### src/rtl/reg_file_sb_pkg.sv
// Shared definitions for the RV32I register file with hazard scoreboard.
package rf_pkg;

  // The clear engine is either idle or walking through the register array.
  typedef enum logic {
    IDLE  = 1'b0,
    CLEAR = 1'b1
  } rf_state_e;

  // Register 0 is hardwired to zero and is never written or marked pending.
  localparam int RF_ZERO_IDX = 0;

  localparam int RF_DEF_WIDTH      = 32;
  localparam int RF_DEF_ADDR_WIDTH = 5;

endpackage

### src/rtl/reg_file_sb_if.sv
// Bus bundle between the pipeline (decode/issue/write-back) and the register file.
interface reg_file_sb_if
  import rf_pkg::*;
#(
  parameter int WIDTH      = RF_DEF_WIDTH,
  parameter int ADDR_WIDTH = RF_DEF_ADDR_WIDTH,
  parameter int NUM_RD     = 2
);

  logic [NUM_RD*ADDR_WIDTH-1:0] rd_addr;
  logic [NUM_RD*WIDTH-1:0]      rd_data;
  logic [NUM_RD-1:0]            rd_busy;
  logic                         wr_en;
  logic [ADDR_WIDTH-1:0]        wr_addr;
  logic [WIDTH-1:0]             wr_data;
  logic                         iss_en;
  logic [ADDR_WIDTH-1:0]        iss_addr;
  logic                         clr_start;
  logic                         clr_busy;

  // The pipeline drives indices and strobes.
  modport master (
    output rd_addr, wr_en, wr_addr, wr_data, iss_en, iss_addr, clr_start,
    input  rd_data, rd_busy, clr_busy
  );

  // The register file answers with read data and hazard/clear status.
  modport slave (
    input  rd_addr, wr_en, wr_addr, wr_data, iss_en, iss_addr, clr_start,
    output rd_data, rd_busy, clr_busy
  );

endinterface

### src/rtl/reg_file_sb_read_port.sv
// One combinational read port: x0 handling, write-back forwarding and hazard flag.
module rf_read_port
  import rf_pkg::*;
#(
  parameter int WIDTH      = RF_DEF_WIDTH,
  parameter int ADDR_WIDTH = RF_DEF_ADDR_WIDTH,
  parameter int BYPASS     = 1
) (
  input  logic [ADDR_WIDTH-1:0] rd_addr,
  input  logic [WIDTH-1:0]      stored_data,
  input  logic                  pending_bit,
  input  logic                  wr_en,
  input  logic [ADDR_WIDTH-1:0] wr_addr,
  input  logic [WIDTH-1:0]      wr_data,
  input  logic                  fwd_en,
  input  logic                  busy_en,
  output logic [WIDTH-1:0]      rd_data,
  output logic                  rd_busy
);

  logic fwd_hit;

  // Forwarding applies only when enabled, in normal operation, and on a nonzero index match.
  always_comb begin
    fwd_hit = 1'b0;
    if (BYPASS != 0) begin
      fwd_hit = fwd_en && wr_en && (wr_addr == rd_addr);
    end
  end

  // x0 reads zero and never stalls; forwarded data is fresh so it never stalls either.
  always_comb begin
    rd_data = '0;
    rd_busy = 1'b0;
    if (rd_addr == ADDR_WIDTH'(RF_ZERO_IDX)) begin
      rd_data = '0;
      rd_busy = 1'b0;
    end else if (fwd_hit) begin
      rd_data = wr_data;
      rd_busy = 1'b0;
    end else begin
      rd_data = stored_data;
      rd_busy = pending_bit && busy_en;
    end
  end

endmodule

### src/rtl/reg_file_sb.sv
// Multi-read-port integer register file with write-back bypass, pending
// scoreboard and a one-register-per-cycle soft-clear engine.
module reg_file_sb
  import rf_pkg::*;
#(
  parameter int WIDTH      = RF_DEF_WIDTH,
  parameter int ADDR_WIDTH = RF_DEF_ADDR_WIDTH,
  parameter int NUM_RD     = 2,
  parameter int BYPASS     = 1
) (
  input  logic          clk,
  input  logic          reset,
  reg_file_sb_if.slave  bus
);

  localparam int DEPTH = 1 << ADDR_WIDTH;

  logic [WIDTH-1:0]      regs [DEPTH];
  logic [DEPTH-1:0]      pending;
  rf_state_e             state_q, state_d;
  logic [ADDR_WIDTH-1:0] clr_cnt, cnt_d;

  logic                  in_clear;
  logic                  clr_go;
  logic                  wr_ok;
  logic                  iss_ok;
  logic                  fwd_en;
  logic                  busy_en;

  logic [WIDTH-1:0]      port_data [NUM_RD];
  logic [NUM_RD-1:0]     port_busy;

  // Qualify the pipeline strobes: the clear engine owns the array while it runs.
  always_comb begin
    in_clear = (state_q == CLEAR);
    clr_go   = (state_q == IDLE) && bus.clr_start;
    wr_ok    = !in_clear && bus.wr_en  && (bus.wr_addr  != ADDR_WIDTH'(RF_ZERO_IDX));
    iss_ok   = !in_clear && bus.iss_en && (bus.iss_addr != ADDR_WIDTH'(RF_ZERO_IDX));
    fwd_en   = reset && !in_clear;
    busy_en  = !in_clear;
  end

  // Clear-engine state and counter registers.
  always_ff @(posedge clk or negedge reset) begin
    if (!reset) begin
      state_q <= IDLE;
      clr_cnt <= '0;
    end else begin
      state_q <= state_d;
      clr_cnt <= cnt_d;
    end
  end

  // Next-state logic: start at index 1 (x0 is already zero) and stop after the top index.
  always_comb begin
    state_d      = state_q;
    cnt_d        = clr_cnt;
    bus.clr_busy = 1'b0;
    unique case (state_q)
      IDLE: begin
        if (bus.clr_start) begin
          state_d = CLEAR;
          cnt_d   = ADDR_WIDTH'(1);
        end
      end
      CLEAR: begin
        bus.clr_busy = 1'b1;
        cnt_d        = clr_cnt + 1'b1;
        if (clr_cnt == {ADDR_WIDTH{1'b1}}) begin
          state_d = IDLE;
        end
      end
      default: begin
        state_d = IDLE;
        cnt_d   = '0;
      end
    endcase
  end

  // Register array: the clear sweep takes priority, otherwise accept write-back.
  always_ff @(posedge clk or negedge reset) begin
    if (!reset) begin
      for (int i = 0; i < DEPTH; i++) begin
        regs[i] <= '0;
      end
    end else if (in_clear) begin
      regs[clr_cnt] <= '0;
    end else if (wr_ok) begin
      regs[bus.wr_addr] <= bus.wr_data;
    end
  end

  // Scoreboard: write-back retires, issue marks pending; issue is applied last so the newer producer wins.
  always_ff @(posedge clk or negedge reset) begin
    if (!reset) begin
      pending <= '0;
    end else if (clr_go) begin
      pending <= '0;
    end else begin
      if (wr_ok) begin
        pending[bus.wr_addr] <= 1'b0;
      end
      if (iss_ok) begin
        pending[bus.iss_addr] <= 1'b1;
      end
    end
  end

  for (genvar k = 0; k < NUM_RD; k++) begin : g_rd
    logic [ADDR_WIDTH-1:0] addr;
    assign addr = bus.rd_addr[k*ADDR_WIDTH +: ADDR_WIDTH];

    rf_read_port #(
      .WIDTH      (WIDTH),
      .ADDR_WIDTH (ADDR_WIDTH),
      .BYPASS     (BYPASS)
    ) u_port (
      .rd_addr     (addr),
      .stored_data (regs[addr]),
      .pending_bit (pending[addr]),
      .wr_en       (bus.wr_en),
      .wr_addr     (bus.wr_addr),
      .wr_data     (bus.wr_data),
      .fwd_en      (fwd_en),
      .busy_en     (busy_en),
      .rd_data     (port_data[k]),
      .rd_busy     (port_busy[k])
    );
  end

  // Pack the per-port results onto the bus.
  always_comb begin
    bus.rd_data = '0;
    for (int k = 0; k < NUM_RD; k++) begin
      bus.rd_data[k*WIDTH +: WIDTH] = port_data[k];
    end
    bus.rd_busy = port_busy;
  end

endmodule

### src/flat_wrapper.sv
// flat-port wrapper written by rule: the top's interface ports become plain ports
module reg_file_sb_flat import rf_pkg::*;
#(
  parameter int WIDTH      = RF_DEF_WIDTH,
  parameter int ADDR_WIDTH = RF_DEF_ADDR_WIDTH,
  parameter int NUM_RD     = 2,
  parameter int BYPASS     = 1
)
  (clk, reset, bus_rd_addr, bus_wr_en, bus_wr_addr, bus_wr_data, bus_iss_en, bus_iss_addr, bus_clr_start, bus_rd_data, bus_rd_busy, bus_clr_busy);
  reg_file_sb_if #(.WIDTH(WIDTH), .ADDR_WIDTH(ADDR_WIDTH), .NUM_RD(NUM_RD)) bus_i ();
  input  logic clk;
  input  logic reset;
  input wire logic [$bits(bus_i.rd_addr)-1:0] bus_rd_addr;
  input wire logic [$bits(bus_i.wr_en)-1:0] bus_wr_en;
  input wire logic [$bits(bus_i.wr_addr)-1:0] bus_wr_addr;
  input wire logic [$bits(bus_i.wr_data)-1:0] bus_wr_data;
  input wire logic [$bits(bus_i.iss_en)-1:0] bus_iss_en;
  input wire logic [$bits(bus_i.iss_addr)-1:0] bus_iss_addr;
  input wire logic [$bits(bus_i.clr_start)-1:0] bus_clr_start;
  output wire logic [$bits(bus_i.rd_data)-1:0] bus_rd_data;
  output wire logic [$bits(bus_i.rd_busy)-1:0] bus_rd_busy;
  output wire logic [$bits(bus_i.clr_busy)-1:0] bus_clr_busy;
  assign bus_i.rd_addr = bus_rd_addr;
  assign bus_i.wr_en = bus_wr_en;
  assign bus_i.wr_addr = bus_wr_addr;
  assign bus_i.wr_data = bus_wr_data;
  assign bus_i.iss_en = bus_iss_en;
  assign bus_i.iss_addr = bus_iss_addr;
  assign bus_i.clr_start = bus_clr_start;
  assign bus_rd_data = bus_i.rd_data;
  assign bus_rd_busy = bus_i.rd_busy;
  assign bus_clr_busy = bus_i.clr_busy;
  reg_file_sb #(.WIDTH(WIDTH), .ADDR_WIDTH(ADDR_WIDTH), .NUM_RD(NUM_RD), .BYPASS(BYPASS)) u_core (.clk(clk), .reset(reset), .bus(bus_i));
endmodule
### config.mk
export PLATFORM = sky130hd
export DESIGN_NAME = reg_file_sb_flat
export DESIGN_NICKNAME = d
export VERILOG_FILES = /design/src/rtl/reg_file_sb_pkg.sv /design/src/rtl/reg_file_sb_if.sv /design/src/rtl/reg_file_sb_read_port.sv /design/src/rtl/reg_file_sb.sv /design/src/flat_wrapper.sv
export SDC_FILE = /design/constraint.sdc
export NUM_CORES = 2
export LEC_CHECK = 0
export ABC_AREA = 0
export CELL_PAD_IN_SITES_DETAIL_PLACEMENT = 0
export CELL_PAD_IN_SITES_GLOBAL_PLACEMENT = 1
export CORE_MARGIN = 4
export CORE_UTILIZATION = 52
export CTS_CLUSTER_DIAMETER = 200
export DETAILED_ROUTE_END_ITERATION = 8
export GPL_TIMING_DRIVEN = 0
export PLACE_DENSITY_LB_ADDON = 0.1
export SLEW_MARGIN = 20
export SYNTH_ARGS = -nofsm -noshare
export SYNTH_HDL_FRONTEND = slang
export SYNTH_SLANG_ARGS = --single-unit
### constraint.sdc
create_clock -name clk -period 2.7 [get_ports clk]
set_input_delay 0.405 -clock clk [delete_from_list [all_inputs] [get_ports clk]]
set_output_delay 0.405 -clock clk [all_outputs]
set_load 0.02 [all_outputs]
==> key figures <==
Place
  – Placed wire-length estimate: 231,000 µm
  – Setup WS pre-CTS: -3530 ps
  – Buffers added on ports: 78
  – Routability cong.: 1.14

Setup path
  – Largest stage delay, worst path: 510 ps
  – Slowest-stage cell, CP: mux4_2
  – CP Capture Type: output pin
  – Worst reg2reg path depth: 6
  – Worst r2r dst: u_core.regs[445]$_DFFE_PN0P_
  – Crit path required time: around 2300 ps
  – Critical path class: reg -> out
  – Crit path DAT: 3090 ps
  – RR Startpoint: u_core.in_clear$_DFF_PN0_
  – CP startpoint kind: flop
  – Worst path bufs/invs: 1
  – CP cell instances: mux4_2 -> mux2i_4 -> a2111oi_4 -> a211oi_4 -> a21oi_2 -> buf_4
  – CP Max Fanout: 3
  – CP top delay family: multiplexers
  – Reg2Reg Setup Slack: -150 ps

Synthesis
  – Yosys reg bits: 1,062
  – Synth Area in Simple Gates: 0.0446
  – Post-synth cell types: 60
  – FFs w/ async S/R, synth: 1.00
  – Mapped Area: 0.0565 mm²
  – Syn_nets: 4,437
  – Post-Synth XOR/XNOR Area: 0.00186
  – Mux share of post-synthesis cell area: 0.209
  – Synth Warn #: 0
  – Synth top area cells: dfrtp_1 (47%), a22o_1 (15%), mux4_2 (15%)
  – Mapped Cells: 4,375
  – Largest family of logic cells by synthesized area: compound AO/OA/AOI/OAI gates
  – Post-Synth Adder-Cell Area: 0.00111
  – Cell type with the highest aggregate area in the netlist: dfrtp_1
  – Sequential area share after synthesis: 0.471
  – Area share of the largest cell type after synthesis: 0.471
  – Count leader, synth: dfrtp_1
  – Synth cell count leaders: dfrtp_1 (1,062), a22o_1 (992), mux4_2 (374)
  – Number of synthesized flops with an enable pin: 0
  – Prevailing post-synth register cell: dfrtp_1
  – Synth Area in Compound Gates: 0.220
  – Avg Cell Area, Syn: between 10 and 15 µm²

Detailed routing
  – Iter 0 DRT Violations: 10,700
  – Routed via count: 55,200
  – WL/cell: around 54 µm
  – Met2 wire length: 125,000 µm
  – First-pass DRT Iterations: 9
  – Post-route ant nets: 0
  – Detailed Route WL: 342,000 µm
  – Routed metal-1 wirelength: 112,000 µm
  – Routed met3 length: 67,300 µm
  – Vias/cell: between 8 and 9
  – Max Used Layer: met5
  – Drt drc: 22

Global routing
  – Initial antenna violation count: 21
  – Number of global-route vias before repair: ~50,000
  – Largest net degree at the start of global routing: ~150
  – First-pass GRT wire length: 447,000 µm
  – Global Route Usage Sum: 0.590
  – Grt ovf: 0

Die
  – IO Count: 124
  – FP Rows: 120
  – Die area: 0.114 mm²
  – Initial Utilization: 0.525
  – Die X: roughly 340 µm
  – Core Area: 0.108 mm²
  – Die Span Y: roughly 340 µm

Timing
  – Worst-Margin Slew: 1290 ps
  – Fin. Hold Viols: 0
  – RSZ-0062 raised after global routing: true
  – Setup violators final: a little over 300
  – Max Freq: 286 MHz
  – Slew headroom: 0.140
  – Crit path time final: ~3500 ps
  – Slew Limit Fails: 0
  – Worst Skew: 20.3 ps
  – Worst Slack Setup Final: -793 ps
  – Final period utilization: 1.29

CTS
  – Number of CTS-inserted buffers: ~120
  – CTS clk-pin slew, worst paths: 60 ps
  – Clk sinks: roughly 1,100
  – Root buf cell: clkbuf_16
  – Buffers from clock root to sink, at most: 3
  – TritonCTS clock tree: built
  – Latest clock arrival within the worst-skew pair: slightly below 800 ps
  – H-tree levels: 3

Run
  – Max-cap violation count: 0

Layout
  – Synth-to-Final Area Change: 27.1%
  – Finished Core Util: 0.668
  – Layout net count: 4,890
  – Fillers: 7,922
  – Proportion of layout cells with a drive suffix above 1: 0.342

Outcome
  – Violated checks: design-rule violations, negative setup slack
  – Outcome: finished, violations left

Power
  – Power per cell area: 747 mW/mm²
  – Leak Pwr: 0.0317 µW
  – Maximum VDD drop: 0.694 mV

Worst hold path
  – HP Class: in -> async
-- worst max path at each step --
| stage | start | endpoint | slack (ps) | depth (start not counted) |
|---|---|---|---|---|
| global route | u_core.in_clear$_DFF_PN0_ | bus_rd_data[0] | -670 | 9 |
| global placement | reset | bus_rd_data[60] | -48550 | 6 |
| detailed placement | reset | bus_rd_data[31] | -3530 | 12 |
| floorplan | bus_rd_addr[0] | bus_rd_data[2] | 70 | 9 |
| CTS | u_core.in_clear$_DFF_PN0_ | bus_rd_data[3] | -660 | 9 |
| finish | u_core.regs[325]$_DFFE_PN0P_ | bus_rd_data[37] | -790 | 6 |
-- per-layer routing --
| metal | global-route usage | vias to the layer above |
|---|---|---|
| met5 | 0.180 | - |
| met4 | 0.444 | 58 |
| met3 | 0.426 | 1975 |
| met2 | 0.720 | 6642 |
| met1 | 0.685 | 28000 |
| li1 | - | 18500 |
-- cells in the final DEF, fill, tap and decap left out, types with 19 or more instances in the layout --
| master | count |
|---|---|
| buf_6 | 105 |
| buf_2 | 42 |
| nor2_1 | 94 |
| a221o_1 | 30 |
| a221oi_1 | 40 |
| nor3b_1 | 19 |
| clkinv_2 | 22 |
| mux2i_4 | 26 |
| dfrtp_1 | 1056 |
| buf_12 | 80 |
| a211oi_1 | 40 |
| nor3_1 | 32 |
| a22oi_1 | 57 |
| a22o_1 | 992 |
| diode_2 | 30 |
| and2_1 | 42 |
| nand2_1 | 38 |
| o21ai_0 | 37 |
| nor2b_1 | 42 |
| a21oi_1 | 63 |
| buf_4 | 209 |
| mux2_2 | 62 |
| a21oi_2 | 25 |
| a221oi_2 | 22 |
| nand2b_1 | 29 |
| buf_1 | 35 |
| clkbuf_2 | 89 |
| o22ai_1 | 43 |
| clkbuf_16 | 133 |
| a2111oi_4 | 20 |
| buf_8 | 43 |
| clkbuf_1 | 217 |
| mux4_2 | 374 |
| clkbuf_8 | 45 |
| buf_16 | 52 |
| mux2i_1 | 229 |
-- power breakdown --
part | internal, µW | switching (µW) | total [µW]
Clock | 9970 | 7420 | 17400
Sequential | 18600 | 2590 | 21100
Combinational | 6370 | 8710 | 15100
Total | 34900 | 18700 | 53600
-- worst reg2reg max path, delay by kind of cell, from the launching register on --
family                 cells  cell delay (ps)
AOI/OAI and AO/OA          2              530
DFF                        1              420
buffers and inverters      2              730
and+or+nand+nor            2             1050
-- per-stage QoR --
stage	setup TNS, ps	cells	hold slack (ps)	total power (µW)	instance area (µm²)
final	-47020	6357	36.4	53600	71800
after global placement	-	5856	486	32600	59000
after floorplan	0	4375	109	27500	56500
after CTS	-31330	6264	20.5	51500	70200
after detailed placement	-1212970	5883	359	33000	59700
after global routing	-32760	6334	57.8	53900	71700
-- state kept, by name, indices dropped and copies added, names as in the netlist --
signal	flops
u_core.regs	1024
u_core.pending	32
u_core.clr_cnt	5
u_core.in_clear	1
-- kinds of logic after synthesis --
group | Yosys count
flops | 1062
mux | 703
xor+xnor | 12
compound gates | 1526
simple gates | 466
fa+ha+maj | 5
buf+inv | 601
-- repair_timing --
item / 4_1_cts / 5_1_grt
hold buffers: 11 / 0
setup endpoints to repair: 986 / 567
endpoints found under the hold margin: 315 / 0
setup buffers: 163 / 65
cloned: 18 / 2
pin swaps: 112 / 70
resized for setup: 1351 / 261
-- final cells by class --
type	instances	area, µm²	share of cell area
plain buffers	569	5110	0.0711
clock buffers	171	3440	0.0479
diodes	30	75.1	0.00105
multi-input cells	2712	30000	0.418
inverters	10	47.5	0.000662
repair buffers	357	4180	0.0582
well taps	1403	1760	0.0245
flip-flops and latches	1062	26600	0.370
clock inverters	43	612	0.00852
Power figures use the tool's default switching activity.
